$ cat config.mk
export PLATFORM = sky130hd
export DESIGN_NAME = instr_loader
export DESIGN_NICKNAME = d
export VERILOG_FILES = /design/src/rtl/instr_loader_pkg.sv /design/src/rtl/instr_loader_byte_packer.sv /design/src/rtl/instr_loader.sv
export SDC_FILE = /design/constraint.sdc
export NUM_CORES = 1
export LEC_CHECK = 0
export ABC_AREA = 0
export ABC_CLOCK_PERIOD_IN_PS = 1760
export BUFFER_PORTS_ARGS = -buffer_cell sky130_fd_sc_hd__buf_2
export CORE_MARGIN = 4
export CORE_UTILIZATION = 51
export DETAILED_ROUTE_END_ITERATION = 12
export PLACE_DENSITY_LB_ADDON = 0.15
export RECOVER_POWER = 100
export SLEW_MARGIN = 20
export SYNTH_ARGS = -nofsm -noshare
export SYNTH_HDL_FRONTEND = slang
export SYNTH_SLANG_ARGS = --single-unit
$ cat constraint.sdc
create_clock -name i_clk -period 1.76 [get_ports i_clk]
set_input_delay 0.352 -clock i_clk [delete_from_list [all_inputs] [get_ports i_clk]]
set_output_delay 0.352 -clock i_clk [all_outputs]
set_load 0.005 [all_outputs]
$ cat src/rtl/instr_loader_pkg.sv
// Shared constants and state encoding for the instruction loader.
package instr_loader_pkg;

  typedef enum logic [2:0] {
    ST_IDLE = 3'd0,
    ST_LOAD = 3'd1,
    ST_RUN  = 3'd2,
    ST_DONE = 3'd3,
    ST_ERR  = 3'd4
  } state_e;

  // Byte lanes per instruction-memory write word.
  localparam int WR_BYTES          = 4;
  // Width of the lane index inside the packer.
  localparam int LANE_W            = 2;
  // Width of the "valid bytes minus one" write qualifier.
  localparam int SHIFT_W           = 2;
  // Default instruction-memory capacity in bytes.
  localparam int MAX_BYTES_DEFAULT = 4096;

endpackage

$ cat src/rtl/instr_loader_byte_packer.sv
// Packs a byte stream little-endian into write words. The packing register
// and the write-output register are separate so a word can be issued while
// the next byte is already being packed.
module byte_packer
  import instr_loader_pkg::*;
#(
  parameter int W = 32
) (
  input  logic               i_clk,
  input  logic               i_rst_n,
  input  logic               i_clear,
  input  logic               i_push,
  input  logic [7:0]         i_byte,
  input  logic               i_last,
  output logic               o_wr_vld,
  output logic [W-1:0]       o_wr_data,
  output logic [SHIFT_W-1:0] o_shift_m1
);

  logic [W-1:0]       r_pack;
  logic [LANE_W-1:0]  r_lane;
  logic               r_wr_vld;
  logic [W-1:0]       r_wr_data;
  logic [SHIFT_W-1:0] r_shift;
  logic [W-1:0]       w_word;
  logic               w_flush;

  // Merge the incoming byte into its lane; flush on a full word or last byte.
  always_comb begin
    w_word  = r_pack | (W'(i_byte) << {r_lane, 3'b000});
    w_flush = (r_lane == LANE_W'(WR_BYTES - 1)) | i_last;
  end

  // Packing register, lane index and one-cycle write-output register.
  always_ff @(posedge i_clk or negedge i_rst_n) begin
    if (!i_rst_n) begin
      r_pack    <= '0;
      r_lane    <= '0;
      r_wr_vld  <= 1'b0;
      r_wr_data <= '0;
      r_shift   <= '0;
    end else begin
      r_wr_vld <= 1'b0;
      if (i_clear) begin
        r_pack <= '0;
        r_lane <= '0;
      end else if (i_push) begin
        if (w_flush) begin
          r_wr_vld  <= 1'b1;
          r_wr_data <= w_word;
          r_shift   <= SHIFT_W'(r_lane);
          r_pack    <= '0;
          r_lane    <= '0;
        end else begin
          r_pack <= w_word;
          r_lane <= r_lane + LANE_W'(1);
        end
      end
    end
  end

  assign o_wr_vld   = r_wr_vld;
  assign o_wr_data  = r_wr_data;
  assign o_shift_m1 = r_shift;

endmodule

$ cat src/rtl/instr_loader.sv
// Instruction loader: accepts a host program byte stream, writes it into
// instruction memory a word at a time, then releases the CPU and waits for
// it to report the end of the program.
// Byte handshake: a byte moves when i_byte_vld and o_byte_rdy are both high
// on a rising clock edge; i_byte_last only has meaning on such an edge.
module instr_loader
  import instr_loader_pkg::*;
#(
  parameter int INSTR_WRITE_WIDTH = 32,
  parameter int BYTE_CNT_W        = 12,
  parameter int MAX_BYTES         = MAX_BYTES_DEFAULT
) (
  input  logic                         i_clk,
  input  logic                         i_rst_n,
  input  logic                         i_start,
  input  logic [7:0]                   i_byte,
  input  logic                         i_byte_vld,
  input  logic                         i_byte_last,
  output logic                         o_byte_rdy,
  output logic                         o_wr_req_vld,
  output logic [INSTR_WRITE_WIDTH-1:0] o_wr_data,
  output logic [SHIFT_W-1:0]           o_write_pointer_shift_minusone,
  input  logic                         i_instr_finish,
  output logic                         o_cpu_run,
  output logic                         o_done,
  output logic                         o_load_error,
  output logic [BYTE_CNT_W-1:0]        o_byte_count
);

  // One extra bit so the counter can hold MAX_BYTES even when it equals
  // 2**BYTE_CNT_W; the port then reads as all-ones.
  localparam int CNT_W = BYTE_CNT_W + 1;
  localparam logic [CNT_W-1:0] CNT_MAX = CNT_W'(MAX_BYTES);

  state_e           r_state;
  logic             r_byte_rdy;
  logic             r_cpu_run;
  logic             r_done;
  logic             r_load_error;
  logic             r_last_seen;
  logic [CNT_W-1:0] r_count;

  logic w_accept;
  logic w_full;
  logic w_push;
  logic w_start_ok;
  logic w_clear;

  // Handshake, capacity check and packer control.
  always_comb begin
    w_accept   = i_byte_vld & r_byte_rdy;
    w_full     = (r_count == CNT_MAX);
    w_push     = w_accept & ~w_full;
    w_start_ok = i_start & ((r_state == ST_IDLE) | (r_state == ST_DONE) |
                            (r_state == ST_ERR));
    w_clear    = w_start_ok | (w_accept & w_full);
  end

  // Load sequencing FSM with registered status outputs and byte counter.
  always_ff @(posedge i_clk or negedge i_rst_n) begin
    if (!i_rst_n) begin
      r_state      <= ST_IDLE;
      r_byte_rdy   <= 1'b0;
      r_cpu_run    <= 1'b0;
      r_done       <= 1'b0;
      r_load_error <= 1'b0;
      r_last_seen  <= 1'b0;
      r_count      <= '0;
    end else begin
      unique case (r_state)
        ST_IDLE, ST_DONE, ST_ERR: begin
          if (i_start) begin
            r_state      <= ST_LOAD;
            r_byte_rdy   <= 1'b1;
            r_count      <= '0;
            r_load_error <= 1'b0;
            r_done       <= 1'b0;
            r_last_seen  <= 1'b0;
          end
        end
        ST_LOAD: begin
          // The final word is on the write port this cycle; run next.
          if (r_last_seen) begin
            r_state     <= ST_RUN;
            r_cpu_run   <= 1'b1;
            r_last_seen <= 1'b0;
          end else if (w_accept) begin
            if (w_full) begin
              r_state      <= ST_ERR;
              r_load_error <= 1'b1;
              r_byte_rdy   <= 1'b0;
            end else begin
              r_count <= r_count + CNT_W'(1);
              if (i_byte_last) begin
                r_byte_rdy  <= 1'b0;
                r_last_seen <= 1'b1;
              end
            end
          end
        end
        ST_RUN: begin
          if (i_instr_finish) begin
            r_state   <= ST_DONE;
            r_cpu_run <= 1'b0;
            r_done    <= 1'b1;
          end
        end
        default: r_state <= ST_IDLE;
      endcase
    end
  end

  byte_packer #(
    .W (INSTR_WRITE_WIDTH)
  ) u_packer (
    .i_clk      (i_clk),
    .i_rst_n    (i_rst_n),
    .i_clear    (w_clear),
    .i_push     (w_push),
    .i_byte     (i_byte),
    .i_last     (i_byte_last),
    .o_wr_vld   (o_wr_req_vld),
    .o_wr_data  (o_wr_data),
    .o_shift_m1 (o_write_pointer_shift_minusone)
  );

  assign o_byte_rdy   = r_byte_rdy;
  assign o_cpu_run    = r_cpu_run;
  assign o_done       = r_done;
  assign o_load_error = r_load_error;
  assign o_byte_count = r_count[CNT_W-1] ? {BYTE_CNT_W{1'b1}}
                                         : r_count[BYTE_CNT_W-1:0];

endmodule

==> implementation parameters <==
Parameter                              Value

Status
  Run status ... finished, violations left
  Failing checks ... setup timing

Yosys
  Warnings from Yosys ... 0
  EDFF count, synth ... 0
  Commonest register cell after synthesis ... sky130_fd_sc_hd__dfrtp_1
  Post-synth design cell area ... 4370 µm²
  Yosys top cell by area ... sky130_fd_sc_hd__dfrtp_1
  Fraction of registers with async set or reset after synthesis ... 100%
  Synthesized area divided by synthesized cell count ... 10.1 µm²
  Top-area cell type share of the netlist area ... 51.6%
  Unique cell type count in the Yosys netlist ... 44
  Number of synthesized register bits ... 90
  Gate count of the mapped netlist ... 434
  Sequential cell area fraction in the yosys report ... 51.6%
  Mapped Nets ... 451
  Largest cells by area after synthesis ... sky130_fd_sc_hd__dfrtp_1, sky130_fd_sc_hd__mux2i_1, sky130_fd_sc_hd__a41oi_1, sky130_fd_sc_hd__a21oi_1, sky130_fd_sc_hd__nor2_1

GRT
  Global route total overflow ... 0
  Number of global-route vias before repair ... 3676
  Global-route wire length before repair ... 19100 µm
  Pin count of the biggest net entering global routing ... 41
  Antenna violations before repair ... 0
  Global router's overall resource usage ... 24.1%

Placement
  Sum of net half-perimeters after detailed placement ... 7730 µm
  Routability congestion estimate from global placement ... 0.893
  Number of buffer cells added on primary ports ... 64

Timing
  Maximum clock rate ... 527 MHz
  Final setup violating endpoints ... 76
  Slew Limit Headroom ... 50.2%
  Slack of the critical path ... -0.139 ns
  Final-layout setup total negative slack ... -4.25 ns
  Setup repair after global routing missed its margin ... yes
  Time the final worst path needs with I/O delays and setup ... 1.90 ns
  Final period util ... 108%
  Number of hold violations in the final report ... 0
  Pin slew with the least headroom to its limit ... 0.744 ns
  Worst Skew ... 0.0133 ns
  Worst hold margin ... 0.267 ns
  Final slew viol count ... 0

Power
  Total power draw ... 8.94 mW
  P_int ... 5.35 mW
  Net switching share of the total power ... 40.2%
  Logic pwr share ... 51.6%
  Leak Pwr ... 2.88 nW
  Sequential power share ... 32.0%
  Clk pwr share ... 16.4%
  Total net switching power ... 3.59 mW
  Max IR drop VDD ... 0.000906 V
  Power density of the placed cells ... 1490 nW/µm²

Hold path
  Type of the worst min-delay path ... primary input to flip-flop

Worst setup path
  Worst reg-to-reg path cell count ... 4
  Crit Path Max Fanout ... 7
  FF-to-FF End ... r_count[10]
  Source of the critical timing path ... r_state[1]
  Path type of the worst setup path ... flip-flop to flip-flop
  Worst reg2reg setup slack ... -0.14 ns
  Crit path DAT ... 2.19 ns
  Worst path required time ... 2.05 ns
  Timing endpoint of the critical path ... r_count[10]
  Reg2reg start ... r_state[1]
  Startpoint Class ... flip-flop
  CP Capture Type ... flip-flop

Clock tree
  # H-tree levels ... 3
  Clock sink count ... 90
  Number of buffers created by CTS ... 9
  CTS root buf ... sky130_fd_sc_hd__clkbuf_8
  Clock tree from TritonCTS ... built
  Worst-case clock buffer depth ... 2
  Latest clock arrival within the worst-skew pair ... 0.37 ns
  Register clock-pin slew on the reported worst setup and hold paths ... 0.09 ns

Layout
  Layout area overhead ... 37.2%
  Ratio of cells with drive above 1 in the final layout ... 36.5%
  Fill cell instance count of the final layout ... 618
  Finished Core Util ... 72.6%
  Ant diodes ... 0
  Final-stage net count ... 574

Routing
  Detailed-route via count ... 4007
  Per-cell routed wire length ... 19.3 µm
  Starting DRC count in detailed routing ... 261
  Antenna Nets Post-Route ... 0
  Number of detailed-routing iterations run before antenna repair ... 5
  Final routed DRC violation total ... 0
  Via-to-Cell Ratio ... 6.01
  Total wire length ... 12900 µm

Die
  Placement Rows ... 33
  Die area ... 10100 µm²
  IO Pins ... 65
  Chip width ... 101 µm
  Floorplan die height ... 101 µm
  Standard cell core area ... 8260 µm²
  Starting density of the core ... 52.9%

Flow run
  Reported max-cap violation count ... 0
## worst max-delay path: stages, from the launching register on
cell                       delay [ns]
sky130_fd_sc_hd__dfrtp_1         0.43
sky130_fd_sc_hd__or3b_4          0.39
sky130_fd_sc_hd__or3_4           0.47
sky130_fd_sc_hd__or4_4           0.43
sky130_fd_sc_hd__o211ai_1        0.09
## cell type report
class	instances	area [µm²]	area share, %
Sequential cell	90	2250	37.6
Multi-Input combinational cell	276	2230	37.3
Timing Repair Buffer	140	1020	17.0
Inverter	40	150	2.51
Tap cell	105	131	2.19
Clock buffer	10	128	2.13
Clock inverter	6	72.6	1.21
## metal layers
metal  wire, µm  track usage, %  share of wire, %  vias up
li1           -               -                 -     1816
met1       5690            35.3                44     1988
met2       6150            36.6                48      181
met3        804            3.46               6.2       22
met4        252            8.29               2.0        0
met5          0               0                 0        -
## power groups by stage
stage	clock (mW)	combinational (mW)	sequential [mW]
after detailed placement	0	3.36	2.90
after CTS	1.48	3.77	2.85
after global placement	0	3.28	2.87
final	1.46	4.61	2.86
after global routing	1.56	4.98	2.92
after floorplan	0	1.92	2.92
## repair_timing
item | 4_1_cts | 5_1_grt
gates cloned | 2 | 3
hold buffers | 1 | 0
endpoints found under the setup margin | 80 | 84
hold endpoints to repair | 25 | 0
setup buffers | 11 | 11
pin swaps | 2 | 21
gates resized for setup | 19 | 79
## flip-flops by register name (all words and copies together) (netlist names)
| name | cells |
|---|---|
| u_packer.r_pack | 32 |
| u_packer.r_lane | 2 |
| o_load_error | 1 |
| o_cpu_run | 1 |
| u_packer.o_shift_m1 | 2 |
| o_byte_rdy | 1 |
| r_state | 3 |
| o_done | 1 |
| u_packer.o_wr_vld | 1 |
| u_packer.o_wr_data | 32 |
| r_last_seen | 1 |
| r_count | 13 |
## synth_stat cells, drive strengths merged (5+ instances only)
cell / n
a21oi: 41
a31oi: 9
a41oi: 35
and2: 12
buf: 8
clkbuf: 20
dfrtp: 90
inv: 40
mux2i: 34
nand2: 17
nand3: 16
nand4: 5
nor2: 41
nor2b: 5
o211ai: 7
o21ai: 9
or2: 8
## kinds of logic (layout without fill, tap and decap cells)
group | after synthesis | count (layout) | share of synthesized area [%]
AOI/OAI and AO/OA | 112 | 112 | 17.7
adders and majority gates | 3 | 3 | 0.859
buffers and inverters | 68 | 196 | 6.56
DFF | 90 | 90 | 51.6
muxes | 36 | 36 | 8.31
and+or+nand+nor | 125 | 125 | 15.0
## worst min-delay path by stage
| stage | slack [ns] | startpoint | depth (start not counted) | end |
|---|---|---|---|---|
| floorplan | 0.06 | i_rst_n | 0 | o_byte_rdy |
| global placement | 0.30 | i_rst_n | 1 | r_count[0] |
| detailed placement | 0.30 | i_rst_n | 1 | r_count[0] |
| CTS | 0.26 | i_instr_finish | 3 | r_state[0] |
| global route | 0.27 | i_instr_finish | 3 | r_state[0] |
| finish | 0.27 | i_instr_finish | 3 | r_state[0] |
## stage by stage
stage	worst slack [ns]	instance area, µm²	cells
after floorplan	-0.0909	4410	434
after global placement	-0.0840	5150	626
after detailed placement	-0.134	5150	626
after CTS	-0.0865	5600	656
after global routing	-0.205	5990	667
final	-0.139	5990	667
## cell usage in the layout (no fill, tap or decap), drive strengths merged, types with 12 or more instances in the layout
cell | synthesis | routed
buf | 8 | 115
dfrtp | 90 | 90
inv | 40 | 43
a21oi | 41 | 41
nor2 | 41 | 41
a41oi | 35 | 35
mux2i | 34 | 34
clkbuf | 20 | 34
nand2 | 17 | 17
nand3 | 16 | 16
and2 | 12 | 12
Note: power is estimated with default switching activity, not from simulation.
